**src/rtl/spi_dac_rx_2ch_if.sv**
```systemverilog
// SPI write-link wires between a DAC writer (master) and the 2-channel DAC responder (slave).
// Optional macro SPI_DAC_RX_LDAC_EN adds the active-low load strobe ldac_i.
interface spi_dac_rx_2ch_if;
  logic sck_i;
  logic cs_i;
  logic mosi_i;
`ifdef SPI_DAC_RX_LDAC_EN
  logic ldac_i;

  modport master (output sck_i, output cs_i, output mosi_i, output ldac_i);
  modport slave  (input  sck_i, input  cs_i, input  mosi_i, input  ldac_i);
`else
  modport master (output sck_i, output cs_i, output mosi_i);
  modport slave  (input  sck_i, input  cs_i, input  mosi_i);
`endif
endinterface

```
**src/rtl/spi_dac_rx_2ch.sv**
```systemverilog
// Oversampling SPI responder for the 2-channel DAC link: deserialises {ctrl[3:0], data} frames.
// Optional macro SPI_DAC_RX_LDAC_EN: decoded data is held until a falling edge on ldac_i.
module spi_dac_rx_2ch #(
  parameter int unsigned Width      = 16,
  parameter int unsigned SyncStages = 2
) (
  input  logic                   clk_i,
  input  logic                   rst_i,
  spi_dac_rx_2ch_if.slave        spi,
  output logic [Width-5:0]       dcha_o,
  output logic [Width-5:0]       dchb_o,
  output logic                   vlda_o,
  output logic                   vldb_o,
  output logic                   shdna_o,
  output logic                   shdnb_o,
  output logic                   err_o,
  output logic                   busy_o
);

  localparam int unsigned DataW = Width - 4;
  localparam int unsigned CntW  = $clog2(Width + 2);
  localparam logic [CntW-1:0] CntFull = CntW'(Width);
  localparam logic [CntW-1:0] CntMax  = CntW'(Width + 1);

  typedef enum logic [1:0] {StIdle, StShift, StDecode} state_e;

  // Input synchronisers, preset to the idle bus levels
  logic [SyncStages-1:0] sck_sync_q, cs_sync_q, mosi_sync_q;
  logic sck_s, cs_s, mosi_s;

  always_ff @(posedge clk_i or negedge rst_i) begin
    if (!rst_i) begin
      sck_sync_q  <= '0;
      cs_sync_q   <= '1;
      mosi_sync_q <= '0;
    end else begin
      sck_sync_q  <= {sck_sync_q[SyncStages-2:0], spi.sck_i};
      cs_sync_q   <= {cs_sync_q[SyncStages-2:0], spi.cs_i};
      mosi_sync_q <= {mosi_sync_q[SyncStages-2:0], spi.mosi_i};
    end
  end

  assign sck_s  = sck_sync_q[SyncStages-1];
  assign cs_s   = cs_sync_q[SyncStages-1];
  assign mosi_s = mosi_sync_q[SyncStages-1];

  // Registered edge strobes; mosi_q is delayed alongside so it lines up with sck_rise_q
  logic sck_prev_q, cs_prev_q;
  logic sck_rise_q, cs_fall_q, cs_rise_q, mosi_q;

  always_ff @(posedge clk_i or negedge rst_i) begin
    if (!rst_i) begin
      sck_prev_q <= 1'b0;
      cs_prev_q  <= 1'b1;
      sck_rise_q <= 1'b0;
      cs_fall_q  <= 1'b0;
      cs_rise_q  <= 1'b0;
      mosi_q     <= 1'b0;
    end else begin
      sck_prev_q <= sck_s;
      cs_prev_q  <= cs_s;
      sck_rise_q <= sck_s & ~sck_prev_q;
      cs_fall_q  <= ~cs_s & cs_prev_q;
      cs_rise_q  <= cs_s & ~cs_prev_q;
      mosi_q     <= mosi_s;
    end
  end

`ifdef SPI_DAC_RX_LDAC_EN
  logic [SyncStages-1:0] ldac_sync_q;
  logic ldac_prev_q, ldac_fall_q;
  logic ldac_s;

  always_ff @(posedge clk_i or negedge rst_i) begin
    if (!rst_i) begin
      ldac_sync_q <= '1;
      ldac_prev_q <= 1'b1;
      ldac_fall_q <= 1'b0;
    end else begin
      ldac_sync_q <= {ldac_sync_q[SyncStages-2:0], spi.ldac_i};
      ldac_prev_q <= ldac_s;
      ldac_fall_q <= ~ldac_s & ldac_prev_q;
    end
  end

  assign ldac_s = ldac_sync_q[SyncStages-1];
`endif

  // Frame FSM
  state_e            state_q, state_d;
  logic [CntW-1:0]   cnt_q, cnt_d;
  logic [Width-1:0]  shift_q, shift_d;
  logic              dec_ok, dec_err;

  always_comb begin
    state_d = state_q;
    cnt_d   = cnt_q;
    shift_d = shift_q;
    dec_ok  = 1'b0;
    dec_err = 1'b0;
    unique case (state_q)
      StIdle: begin
        if (cs_fall_q) begin
          state_d = StShift;
          cnt_d   = '0;
          shift_d = '0;
        end
      end
      StShift: begin
        if (sck_rise_q) begin
          shift_d = {shift_q[Width-2:0], mosi_q};
          if (cnt_q != CntMax) cnt_d = cnt_q + 1'b1;
        end
        if (cs_rise_q) state_d = StDecode;
      end
      StDecode: begin
        state_d = StIdle;
        if (cnt_q == CntFull) dec_ok  = 1'b1;
        else                  dec_err = 1'b1;
      end
      default: state_d = StIdle;
    endcase
  end

  always_ff @(posedge clk_i or negedge rst_i) begin
    if (!rst_i) begin
      state_q <= StIdle;
      cnt_q   <= '0;
      shift_q <= '0;
    end else begin
      state_q <= state_d;
      cnt_q   <= cnt_d;
      shift_q <= shift_d;
    end
  end

  // ctrl[3] picks the channel, ctrl[0] is write (1) or shutdown (0); ctrl[2:1] are don't-care
  logic             wr_a, wr_b, sd_a, sd_b;
  logic [DataW-1:0] data;

  assign data = shift_q[DataW-1:0];
  assign wr_a = dec_ok & ~shift_q[Width-1] &  shift_q[Width-4];
  assign wr_b = dec_ok &  shift_q[Width-1] &  shift_q[Width-4];
  assign sd_a = dec_ok & ~shift_q[Width-1] & ~shift_q[Width-4];
  assign sd_b = dec_ok &  shift_q[Width-1] & ~shift_q[Width-4];

  logic [DataW-1:0] dcha_q, dcha_d, dchb_q, dchb_d;
  logic             vlda_q, vlda_d, vldb_q, vldb_d;
  logic             shdna_q, shdna_d, shdnb_q, shdnb_d;
  logic             err_q, busy_q;

`ifdef SPI_DAC_RX_LDAC_EN
  logic [DataW-1:0] hold_a_q, hold_a_d, hold_b_q, hold_b_d;
  logic             pend_a_q, pend_a_d, pend_b_q, pend_b_d;
`endif

  always_comb begin
    dcha_d  = dcha_q;
    dchb_d  = dchb_q;
    vlda_d  = 1'b0;
    vldb_d  = 1'b0;
    shdna_d = shdna_q;
    shdnb_d = shdnb_q;
    if (wr_a) shdna_d = 1'b0;
    if (sd_a) shdna_d = 1'b1;
    if (wr_b) shdnb_d = 1'b0;
    if (sd_b) shdnb_d = 1'b1;
`ifdef SPI_DAC_RX_LDAC_EN
    hold_a_d = wr_a ? data : hold_a_q;
    hold_b_d = wr_b ? data : hold_b_q;
    pend_a_d = pend_a_q;
    pend_b_d = pend_b_q;
    // Transfer takes the pre-decode holding values; a coinciding write stays pending
    if (ldac_fall_q) begin
      dcha_d   = hold_a_q;
      dchb_d   = hold_b_q;
      vlda_d   = pend_a_q;
      vldb_d   = pend_b_q;
      pend_a_d = 1'b0;
      pend_b_d = 1'b0;
    end
    if (wr_a) pend_a_d = 1'b1;
    if (wr_b) pend_b_d = 1'b1;
`else
    if (wr_a) dcha_d = data;
    if (wr_b) dchb_d = data;
    vlda_d = wr_a;
    vldb_d = wr_b;
`endif
  end

  always_ff @(posedge clk_i or negedge rst_i) begin
    if (!rst_i) begin
      dcha_q  <= '0;
      dchb_q  <= '0;
      vlda_q  <= 1'b0;
      vldb_q  <= 1'b0;
      shdna_q <= 1'b0;
      shdnb_q <= 1'b0;
      err_q   <= 1'b0;
      busy_q  <= 1'b0;
    end else begin
      dcha_q  <= dcha_d;
      dchb_q  <= dchb_d;
      vlda_q  <= vlda_d;
      vldb_q  <= vldb_d;
      shdna_q <= shdna_d;
      shdnb_q <= shdnb_d;
      err_q   <= dec_err;
      busy_q  <= (state_d == StShift);
    end
  end

`ifdef SPI_DAC_RX_LDAC_EN
  always_ff @(posedge clk_i or negedge rst_i) begin
    if (!rst_i) begin
      hold_a_q <= '0;
      hold_b_q <= '0;
      pend_a_q <= 1'b0;
      pend_b_q <= 1'b0;
    end else begin
      hold_a_q <= hold_a_d;
      hold_b_q <= hold_b_d;
      pend_a_q <= pend_a_d;
      pend_b_q <= pend_b_d;
    end
  end
`endif

  assign dcha_o  = dcha_q;
  assign dchb_o  = dchb_q;
  assign vlda_o  = vlda_q;
  assign vldb_o  = vldb_q;
  assign shdna_o = shdna_q;
  assign shdnb_o = shdnb_q;
  assign err_o   = err_q;
  assign busy_o  = busy_q;

endmodule

```
**src/flat_wrapper.sv**
```systemverilog
// flat-port wrapper written by rule: the top's interface ports become plain ports
module spi_dac_rx_2ch_flat 
#(
  parameter int unsigned Width      = 16,
  parameter int unsigned SyncStages = 2
)
  (clk_i, rst_i, dcha_o, dchb_o, vlda_o, vldb_o, shdna_o, shdnb_o, err_o, busy_o, spi_sck_i, spi_cs_i, spi_mosi_i);
  spi_dac_rx_2ch_if spi_i ();
  input  logic clk_i;
  input  logic rst_i;
  output logic [Width-5:0] dcha_o;
  output logic [Width-5:0] dchb_o;
  output logic vlda_o;
  output logic vldb_o;
  output logic shdna_o;
  output logic shdnb_o;
  output logic err_o;
  output logic busy_o;
  input wire logic [$bits(spi_i.sck_i)-1:0] spi_sck_i;
  input wire logic [$bits(spi_i.cs_i)-1:0] spi_cs_i;
  input wire logic [$bits(spi_i.mosi_i)-1:0] spi_mosi_i;
  assign spi_i.sck_i = spi_sck_i;
  assign spi_i.cs_i = spi_cs_i;
  assign spi_i.mosi_i = spi_mosi_i;
  spi_dac_rx_2ch #(.Width(Width), .SyncStages(SyncStages)) u_core (.clk_i(clk_i), .rst_i(rst_i), .spi(spi_i), .dcha_o(dcha_o), .dchb_o(dchb_o), .vlda_o(vlda_o), .vldb_o(vldb_o), .shdna_o(shdna_o), .shdnb_o(shdnb_o), .err_o(err_o), .busy_o(busy_o));
endmodule
```
**config.mk**
```make
export PLATFORM = sky130hd
export DESIGN_NAME = spi_dac_rx_2ch_flat
export DESIGN_NICKNAME = d
export VERILOG_FILES = /design/src/rtl/spi_dac_rx_2ch_if.sv /design/src/rtl/spi_dac_rx_2ch.sv /design/src/flat_wrapper.sv
export SDC_FILE = /design/constraint.sdc
export NUM_CORES = 1
export LEC_CHECK = 0
export CAP_MARGIN = 40
export CORE_ASPECT_RATIO = 1.75
export CORE_MARGIN = 2
export CORE_UTILIZATION = 54
export DETAILED_ROUTE_END_ITERATION = 8
export PLACE_DENSITY = 0.79
export SYNTH_ARGS = -nofsm -noshare
export SYNTH_HDL_FRONTEND = slang
export SYNTH_SLANG_ARGS = --single-unit
```
**constraint.sdc**
```tcl
create_clock -name clk_i -period 2.2 [get_ports clk_i]
set_input_delay 0.33 -clock clk_i [delete_from_list [all_inputs] [get_ports clk_i]]
set_output_delay 0.33 -clock clk_i [all_outputs]
set_load 0.1 [all_outputs]
```
Word level (Yosys, flattened, before mapping)
Index checks and enable logic that the tools add are counted.
Widths: inputs -> output; s select.

storage, ports and cells
  bits of input ports = 5
  word-level logic and storage cells = 67
  flip-flop bits (word level) = 65

cells by class
  bitwise operators = 14
  add/sub/neg operators = 1
  eq/ne operators = 8
  muxes and demuxes = 18
  reduce and logical (&&, ||, !) cells = 6

operator list
  cell                 count
  $mux 16              2
  $pmux 16 s2          1
  $mux 5               3
  $pmux 5 s2           1
  $and 1x1->1          9
  $mux 1               8
  $ne 2x1->1 const B   3
  $reduce_bool 2->1    3
  $add 5x1->5 const B  1
  $eq 5x5->1 const B   1
  $ne 5x5->1 const B   1
  $not 1->1            5
  $eq 2x1->1 const B   2
  $mux 2               2
  $pmux 2 s2           1
  $reduce_and 4->1     1
  $reduce_and 3->1     1
  $eq 2x2->1 const B   1
  $logic_not 2->1      1

Longest topological paths before layout
Gate-level depths: netlist of run 1.

  word-level depth = 7
  depth in mapped cells = 7

Least setup slack after synthesis of run 1
No wires, ideal clock.

  kind = register to register
  start point = register u_core.cnt_q[0]
  end point = register u_core.dchb_q[10] (netlist: u_core.dchb_o[10])
  stages on the path, launching flop included = 8
  clock period less this slack = 1.745 ns
  slack = 0.455 ns
  data required time = 2.074 ns
  path buffers = 2
  arrival time = 1.619 ns
  cell sequence = dfrtp_1 inv_1 ha_1 and4bb_4 and4_4 buf_6 buf_12 mux2_4

between the ends
  word-level cells in the longest chain between the ends = 5

ends and longest elaborated chain
  item                      line                   RTL
  from (decl)               spi_dac_rx_2ch.sv:91   logic [CntW-1:0] cnt_q, cnt_d;
  from (signal assigned)    spi_dac_rx_2ch.sv:132  cnt_q <= cnt_d;
  $eq 5x5->1                spi_dac_rx_2ch.sv:118  if (cnt_q == CntFull) dec_ok = 1'b1;
  $mux 1                    spi_dac_rx_2ch.sv:118
  $mux 1                    spi_dac_rx_2ch.sv:101  unique case (state_q)
  $and 1x1->1 (2 in a row)  spi_dac_rx_2ch.sv:143  assign wr_b = dec_ok & shift_q[Width-1] & shift_q[Width-4];
  net u_core.vldb_d         spi_dac_rx_2ch.sv:148  logic vlda_q, vlda_d, vldb_q, vldb_d;
  to (signal assigned)      spi_dac_rx_2ch.sv:204  dchb_q <= dchb_d;
  to (decl)                 spi_dac_rx_2ch.sv:147  logic [DataW-1:0] dcha_q, dcha_d, dchb_q, dchb_d;

The timed path passes the listed nets, and every way through them passes these cells.
A chain may end at the register's enable or synchronous reset.

Worst setup path after layout of run 1
  start point = register u_core.cnt_q[0]
  end point = register u_core.dcha_q[1] (netlist: u_core.dcha_o[1])

between the ends
  word-level cells in the longest chain between the ends = 5

ends and longest elaborated chain
  item                      line                   RTL
  $eq 5x5->1                spi_dac_rx_2ch.sv:118
  $mux 1                    spi_dac_rx_2ch.sv:118
  $mux 1                    spi_dac_rx_2ch.sv:101
  $and 1x1->1 (2 in a row)  spi_dac_rx_2ch.sv:142  assign wr_a = dec_ok & ~shift_q[Width-1] & shift_q[Width-4];
  to (signal assigned)      spi_dac_rx_2ch.sv:203  dcha_q <= dcha_d;
  to (decl)                 spi_dac_rx_2ch.sv:147

No other way between the ends.

==> results.txt, run 1 <==
fmax: 525 MHz
CP Class: reg2reg
Worst R2R Path Depth: 5
final WL: 4.42 mm
Core Rows: 33
Worst-Skew Late Latency: 340 ps
drt initial violations: 57
vias in the first global route: 1647
maximum VDD drop: 0.000867 V
antenna-violating nets left: 0
worst min-delay path endpoint: u_core.sck_sync_q[1]$_DFF_PN0_
CTS Buf Count: 9
reg2reg setup slack: 300 ps
Syn Area/Cell: 13.1 µm²
final setup violation count: 0
CTS clock-pin slew for the worst setup and hold paths: 70 ps
minimum clock period: 1900 ps
clk_skew: 8.80 ps
H-tree depth: 3
n_diodes: 0
ys async rst share: 100%
cts repair resizes: 0
Worst Setup End Kind: flip-flop
RR Endpoint: u_core.dcha_o[1]$_DFFE_PN0P_
global-route wire length before repair: 7.50 mm
CP Launch Type: flip-flop
largest cells by area after synthesis: dfrtp_1 60%, o21ai_0 6.2%, mux2_2 6.1%
Tot Pwr: 2.66 mW
Yosys warnings: 0
CTS tree: done
total negative slack: 0 ps
P_sw: 0.702 mW
core area: 4670 µm²
prevailing post-synth register cell: dfrtp_1
GP Congestion: 0.770
Placement Cell Area: 2890 µm²
pwr/cell area: 854 nW/µm²
Overflow after GRT: 0
sequential area share after synthesis: 63.0%
CTS Root Cell: clkbuf_8
arrival time worst endpoint: 2130 ps
total global-route track usage: 18.8%
worst hold start: u_core.sck_sync_q[0]$_DFF_PN0_
# nets final: 247
Die W: 56.3 µm
Slew @ Worst Pin: 700 ps
CP Max Fanout: 12
crit path buf inv count: 1
status: complete, no violations
Finished Cell Area: 3110 µm²
Switching Fraction: 26.4%
most common library cells after synthesis: 62 x dfrtp_1, 32 x o21ai_0, 21 x nand2_1
Finished Layout Cells: 296
Placed Cells incl. Taps: 279
drt wl/cell: 14.9 µm
critical path's top delay family: simple AND/OR/NAND/NOR gates
Vert. Die Dim: 95.6 µm
largest net degree at the start of global routing: 28
min-delay worst type: reg2reg
Clock Sinks: 65
Int Power: 1.96 mW
worst reg2reg startpoint: u_core.cnt_q[0]$_DFFE_PN0P_
Port Buffers: 34
mapped cell area: 2590 µm²
DRC violations left: 0
post-synth cell types: 34
Layout area overhead: 20.4%
sequential share of power: 48.9%
top cell type by total area after synthesis: dfrtp_1
DR pass1 iterations: 4
post-route clock period utilization: 86.5%
master of the slowest instance on the critical path: mux2_1
crit-path cells: inv_1, ha_1, and4bb_4, nand4b_2, mux2_1
relative slew slack: 52.0%
DP HPWL: 2.84 mm
fraction of layout cells with a size suffix above 1: 34.0%
DR vias: 1649
die area: 5380 µm²
pins over their slew limit: 0
post-synth top area share: 60.0%
Post-synth EDFFs: 0
most instantiated library cell after synthesis: dfrtp_1
Yosys reg bits: 65
vias per inst: 5.57
hold path depth: 0
cell count after synthesis: 198
initial antenna violation count: 0
io pins: 35
RSZ-0062 raised after global routing: no
Max Cap Viol: 0
post-synthesis net count: 206
Clk pwr share: 39.8%
initial core utilization: 55.4%
Gate power share: 11.2%
Static Leak: 1.54 nW
required time of the worst setup path: 2430 ps
max incr delay on CP: 450 ps
deepest clock path buffer count: 2
final hold vios: 0
kinds of logic after synthesis:
family                   after synthesis  synth area share (%)
multiplexers                          29                  13.7
adder cells (fa/ha/maj)                3                  1.45
flip-flops                            65                  63.0
buffers and inverters                 15                  3.19
AND/OR/NAND/NOR                       47                  10.5
AO/OA/AOI/OAI                         39                  8.08
worst reg2reg max path, stage by stage (launching register included):
cell and delay (ps):
dfrtp_1 410, inv_1 110, ha_1 150, and4bb_4 280, nand4b_2 380, mux2_1 450
worst max path at each step:
stage	startpoint	cells after the start	slack, ps	end
floorplan	u_core.cnt_q[0]$_DFFE_PN0P_	7	460	u_core.dchb_o[10]$_DFFE_PN0P_
global placement	u_core.cnt_q[0]$_DFFE_PN0P_	5	330	u_core.dcha_o[1]$_DFFE_PN0P_
detailed placement	u_core.cnt_q[0]$_DFFE_PN0P_	5	280	u_core.dcha_o[1]$_DFFE_PN0P_
CTS	u_core.cnt_q[0]$_DFFE_PN0P_	5	280	u_core.dcha_o[1]$_DFFE_PN0P_
global route	u_core.cnt_q[0]$_DFFE_PN0P_	5	190	u_core.dcha_o[1]$_DFFE_PN0P_
finish	u_core.cnt_q[0]$_DFFE_PN0P_	5	300	u_core.dcha_o[1]$_DFFE_PN0P_
cell usage in the layout (no fill, tap or decap), types with 2 or more instances in the layout:
cell type         n
buf_4            36
mux2i_1           5
a21oi_1           2
nor2_1            2
inv_1             4
clkdlybuf4s50_1   3
clkbuf_8         12
or4_1             2
nor3b_1           2
dfrtp_1          62
clkinvlp_4        2
nand2b_1          2
nand2_1          21
mux2_2           14
mux2_4            9
o21ai_0          32
o31ai_1           2
dfstp_2           3
nor2b_1           5
nand3_1           3
a211oi_1          2
ha_1              3
area by class of cell:
class,instances,area [µm²]
multi-input cells,118,873
clock buffers,12,165
repair buffers,41,315
flip-flops and latches,65,1630
clock inverters,4,50.0
well taps,52,65.1
fillers,349,1550
inverters,4,15.0
through the flow:
stage / utilization, % / hold WS [ps] / setup WS, ps
after floorplan: - / 34.4 / 455
after global placement: 61.9 / 326 / 328
after detailed placement: 61.9 / 332 / 282
after CTS: 66.7 / 354 / 277
after global routing: 66.7 / 353 / 191
final: 66.7 / 350 / 297
sequential cells by signal, summed over array words and instances (netlist names), 2 cells and up:
name / flops
u_core.shift_q: 16
u_core.dcha_o: 12
u_core.dchb_o: 12
u_core.cnt_q: 5
u_core.cs_sync_q: 2
u_core.mosi_sync_q: 2
u_core.sck_sync_q: 2
u_core.state_q: 2
per-layer routing:
metal  up-vias  global-route usage [%]  wire length (µm)
met3        14                    6.24               218
met5         -                       0                 0
met1       819                    22.7              1860
met4         0                    11.7               146
li1        766                       -                 -
met2        50                    28.9              2190
power by group through the flow:
stage	combinational [mW]	clock, mW	sequential (mW)
global placement	0.287	0	1.32
finish	0.299	1.06	1.30
CTS	0.302	1.09	1.30
global route	0.331	1.14	1.31
floorplan	0.154	0	1.36
detailed placement	0.298	0	1.33
repair_timing:
item	in CTS	in global routing
hold endpoints to repair	19	0
setup endpoints to repair	0	0
hold buffers	1	0
buffers inserted	0	0
Note: power is estimated with default switching activity, not from simulation.
==> run 2: changes to the inputs <==
Settings changed: CORE_MARGIN 2 to 10, CORE_UTILIZATION 54 to 58, PLACE_DENSITY 0.79 to 0.84.
Clock period 2.2 ns to 2.3 ns, I/O delays scaled along.
==> run 2 against run 1 <==
Effect of this change:
- first-iteration DRC count is 12% higher
- highest routed layer unchanged
- combinational power fell by 3%
- largest power group unchanged
- largest cell class unchanged
- total power fell by 11%
==> results.txt, run 2 (synthesis results as in run 1) <==
status: complete, no violations
CTS Root Cell: clkbuf_8
relative slew slack: 66.2%
initial core utilization: 59.3%
CTS Hold Bufs: 0
Finished Cell Area: 3060 µm²
DRC violations left: 0
final hold vios: 0
DR pass1 iterations: 4
CP Launch Type: flip-flop
DR vias: 1635
Tot Pwr: 2.37 mW
minimum clock period: 1940 ps
total global-route track usage: 13.4%
CP Class: reg2reg
most frequent cells in the layout: 62 x dfrtp_1, 34 x buf_4, 32 x o21ai_0
clk_skew: 7.24 ps
final WL: 4.80 mm
CTS tree: done
drt initial violations: 64
fraction of layout cells with a size suffix above 1: 33.6%
fmax: 516 MHz
Top reg by flops: u_core.shift_q
Place WS: 389 ps
H-tree depth: 3
Finished Layout Cells: 292
pins over their slew limit: 0
Layout area overhead: 18.4%
final setup violation count: 0
Clock Sinks: 65
Max Cap Viol: 0
pwr/cell area: 773 nW/µm²
initial antenna violation count: 0
maximum VDD drop: 0.000716 V
global-route wire length before repair: 8.11 mm
Overflow after GRT: 0
core area: 4360 µm²
CP Max Fanout: 12
deepest clock path buffer count: 2
Crit. Startpoint: u_core.cnt_q[0]$_DFFE_PN0P_
required time of the worst setup path: 2520 ps
CTS clock-pin slew for the worst setup and hold paths: 70 ps
largest net degree at the start of global routing: 66
# fillers: 318
commonest non-fill, non-tap cell in the layout: dfrtp_1
antenna-violating nets left: 0
min-delay worst type: in2async
DP HPWL: 3.26 mm
io pins: 35
Slew @ Worst Pin: 504 ps
Die W: 70.5 µm
Worst Setup End Kind: flip-flop
Port Buffers: 34
Worst-Skew Late Latency: 330 ps
n_diodes: 0
Final WS setup: 362 ps
Placed Cells incl. Taps: 277
total negative slack: 0 ps
CTS Buf Count: 9
worst reg2reg startpoint: u_core.cnt_q[0]$_DFFE_PN0P_
Post-CTS Setup Bufs: 0
Core Rows: 32
Placement Cell Area: 2890 µm²
RSZ-0062 raised after global routing: no
Vert. Die Dim: 108 µm
cts repair resizes: 0
die area: 7630 µm²
post-route clock period utilization: 84.3%
vias in the first global route: 1742
drt wl/cell: 16.4 µm
GP Congestion: 0.799
Static Leak: 1.52 nW
arrival time worst endpoint: 2150 ps
# nets final: 245
vias per inst: 5.60
Largest register FFs: 16
## run 2: cell type report
| cell class | count | area [µm²] | share of cell area [%] |
|---|---|---|---|
| sequential | 65 | 1630 | 53.2 |
| multi-input combinational | 118 | 873 | 28.5 |
| timing repair buffer | 39 | 310 | 10.1 |
| clock buffer | 10 | 138 | 4.50 |
| tap | 51 | 63.8 | 2.08 |
| clock inverter | 5 | 31.3 | 1.02 |
| inverter | 4 | 15.0 | 0.490 |
## run 2: stage by stage
stage / utilization [%] / hold WS, ps
after floorplan: - / 49.4
after global placement: 66.3 / 336
after detailed placement: 66.3 / 341
after CTS: 70.2 / 17.0
after global routing: 70.2 / 25.9
final: 70.2 / 5.47
## run 2: power by group
| group | internal (mW) | total (mW) | leakage, nW | switching (mW) |
|---|---|---|---|---|
| combinational | 0.0910 | 0.290 | 0.553 | 0.199 |
| clock | 0.412 | 0.828 | 0.0883 | 0.416 |
| sequential | 1.20 | 1.25 | 0.875 | 0.0506 |
| total | 1.70 | 2.37 | 1.52 | 0.665 |
## run 2: path summary, 6_finish.rpt
path	depth (start not counted)	slack, ps	endpoint
worst max-delay path	5	360	u_core.dcha_o[1]$_DFFE_PN0P_
worst min-delay path	2	5	u_core.shdna_o$_DFFE_PN0P_
worst max register to register	5	360	u_core.dcha_o[1]$_DFFE_PN0P_
worst min register to register	0	350	u_core.mosi_q$_DFF_PN0_
max in group asynchronous	2	1990	u_core.cs_sync_q[0]$_DFF_PN1_
min in group clk_i	0	350	u_core.mosi_q$_DFF_PN0_
## run 2: worst max-delay path: stages, from the launching register on
cell and delay [ps]:
dfrtp_1 410, inv_1 110, ha_1 160, and4bb_4 280
nand4b_2 390, mux2_1 470
## run 2: layer usage
layer  GRT usage [%]  vias to the layer above  wire length [µm]
li1                -                      763                 -
met1            14.3                      813              1880
met2            22.2                       44              2560
met3            4.22                       15               240
met4            8.64                        0               119
met5               0                        -                 0
==> run 3: changes to the inputs <==
Settings changed: CORE_UTILIZATION 58 to 48, PLACE_DENSITY 0.84 to 0.74.
Clock period 2.3 ns to 1.61 ns, I/O delays scaled along.
==> run 3 against run 2 <==
Effect of this change:
- the run now ends with negative setup slack left
- final cell count rose by 7.9%
- largest cell class unchanged
- highest routed layer unchanged
- total power rose by 58%
- sequential share of layout area fell by 8.9 points
- count of clock-buffer cells in the layout fell by 1
- critical endpoint is now u_core.dchb_o[8]$_DFFE_PN0P_
- final area rose by 20%
- combinational power rose by 100%
==> results.txt, run 3 (synthesis results as in run 1) <==
crit path buf inv count: 2
Worst Setup End Kind: flip-flop
Tot Pwr: 3.74 mW
Switching Fraction: 27.9%
Clk pwr share: 36.7%
reg2reg setup slack: -60 ps
core area: 5260 µm²
crit-path cells: inv_2, ha_4, and4bb_4, and4_4, buf_12, mux2_4
drt initial violations: 67
minimum clock period: 1670 ps
Vert. Die Dim: 117 µm
vias in the first global route: 1716
drt wl/cell: 16.3 µm
CTS clock-pin slew for the worst setup and hold paths: 80 ps
max incr delay on CP: 390 ps
violated checks: negative setup slack
initial core utilization: 49.2%
total global-route track usage: 12.5%
CP Class: reg2reg
Int Power: 2.70 mW
relative slew slack: 66.7%
Clock Sinks: 65
RR Endpoint: u_core.dchb_o[8]$_DFFE_PN0P_
Overflow after GRT: 0
Slew @ Worst Pin: 499 ps
Place WS: -92.4 ps
fin util: 70.0%
hold path depth: 1
worst hold start: spi_cs_i
vias per inst: 5.44
Port Buffers: 34
Largest register FFs: 16
io pins: 35
Worst-Skew Late Latency: 340 ps
post-route clock period utilization: 104%
n_diodes: 0
global-route wire length before repair: 8.28 mm
fraction of layout cells with a size suffix above 1: 40.4%
min-delay worst type: in2reg
P_sw: 1.04 mW
Static Leak: 1.73 nW
required time of the worst setup path: 1830 ps
pins over their slew limit: 0
GP Congestion: 0.762
Finished Layout Cells: 315
master of the slowest instance on the critical path: dfrtp_1
initial antenna violation count: 0
deepest clock path buffer count: 2
sequential share of power: 47.5%
status: complete, but fails checks
critical path's top delay family: simple AND/OR/NAND/NOR gates
antenna-violating nets left: 0
Layout area overhead: 42.3%
Gate power share: 15.8%
arrival time worst endpoint: 1890 ps
DR vias: 1713
final setup violation count: 11
fmax: 599 MHz
commonest non-fill, non-tap cell in the layout: dfrtp_1
most frequent cells in the layout: 61 x dfrtp_1, 33 x buf_12, 32 x o21ai_0
CP Max Fanout: 6
Core Rows: 35
CTS Buf Count: 9
Worst R2R Path Depth: 6
DRC violations left: 0
DP HPWL: 3.51 mm
Top reg by flops: u_core.shift_q
RSZ-0062 raised after global routing: yes
worst min-delay path endpoint: u_core.cs_sync_q[0]$_DFF_PN1_
CTS Root Cell: clkbuf_8
worst reg2reg startpoint: u_core.cnt_q[1]$_DFFE_PN0P_
# nets final: 263
clk_skew: 12.3 ps
Max Cap Viol: 0
CP Launch Type: flip-flop
final WL: 5.13 mm
DR pass1 iterations: 4
pwr/cell area: 1020 nW/µm²
Final WS setup: -58.2 ps
H-tree depth: 3
maximum VDD drop: 0.000809 V
final hold vios: 0
CTS tree: done
Placed Cells incl. Taps: 295
Die W: 75.5 µm
largest net degree at the start of global routing: 28
die area: 8840 µm²
-- run 3: worst register-to-register path, cell delays in order (launching register included) --
cell and delay, ps:
dfrtp_1 390, inv_2 80, ha_4 120, and4bb_4 230, and4_4 290, buf_12 140, mux2_4 300
-- run 3: final cells by class --
cell class	instances	area [µm²]
Clock buffer	9	124
Clock inverter	7	77.6
Fill cell	340	1580
Inverter	4	15.0
Multi-Input combinational cell	118	903
Sequential cell	65	1630
Tap cell	55	68.8
Timing Repair Buffer	57	860
-- run 3: per-stage QoR --
stage	TNS (ps)	hold WS (ps)	cell area (µm²)
detailed placement	-627	233	3400
global route	-1300	286	3680
CTS	-637	286	3660
finish	-443	304	3680
global placement	-285	223	3400
floorplan	-1020	-54.1	2600
-- run 3: what timing repair did --
item,in CTS,in global routing
hold buffers,1,0
gates resized for setup,2,5
setup endpoints to repair,24,39
setup buffers,3,0
hold endpoints to repair,17,0
-- run 3: how the worst max path moves through the flow --
stage	cells after the start	slack, ps	end	from
2_1_floorplan	7	-110	u_core.dchb_o[10]$_DFFE_PN0P_	u_core.cnt_q[0]$_DFFE_PN0P_
3_3_place_gp	5	-50	u_core.dchb_o[0]$_DFFE_PN0P_	u_core.cnt_q[1]$_DFFE_PN0P_
3_5_place_dp	5	-90	u_core.dchb_o[1]$_DFFE_PN0P_	u_core.cnt_q[1]$_DFFE_PN0P_
4_1_cts	6	-50	u_core.dchb_o[8]$_DFFE_PN0P_	u_core.cnt_q[1]$_DFFE_PN0P_
5_1_grt	6	-100	u_core.dchb_o[8]$_DFFE_PN0P_	u_core.cnt_q[1]$_DFFE_PN0P_
6_report	6	-60	u_core.dchb_o[8]$_DFFE_PN0P_	u_core.cnt_q[1]$_DFFE_PN0P_
-- run 3: power by group through the flow --
stage / Sequential [mW] / Clock, mW / Combinational, mW
2_1_floorplan: 1.86 / 0 / 0.233
3_3_place_gp: 1.80 / 0 / 0.562
3_5_place_dp: 1.81 / 0 / 0.583
4_1_cts: 1.77 / 1.41 / 0.586
5_1_grt: 1.78 / 1.49 / 0.648
6_report: 1.78 / 1.37 / 0.590
-- run 3: per-layer routing --
| metal | up-vias | GRT usage (%) | wire length (µm) |
|---|---|---|---|
| met5 | - | 0 | 0 |
| met4 | 0 | 6.97 | 65 |
| met3 | 5 | 4.73 | 290 |
| met2 | 53 | 19.2 | 2680 |
| met1 | 857 | 14.4 | 2100 |
| li1 | 798 | - | - |
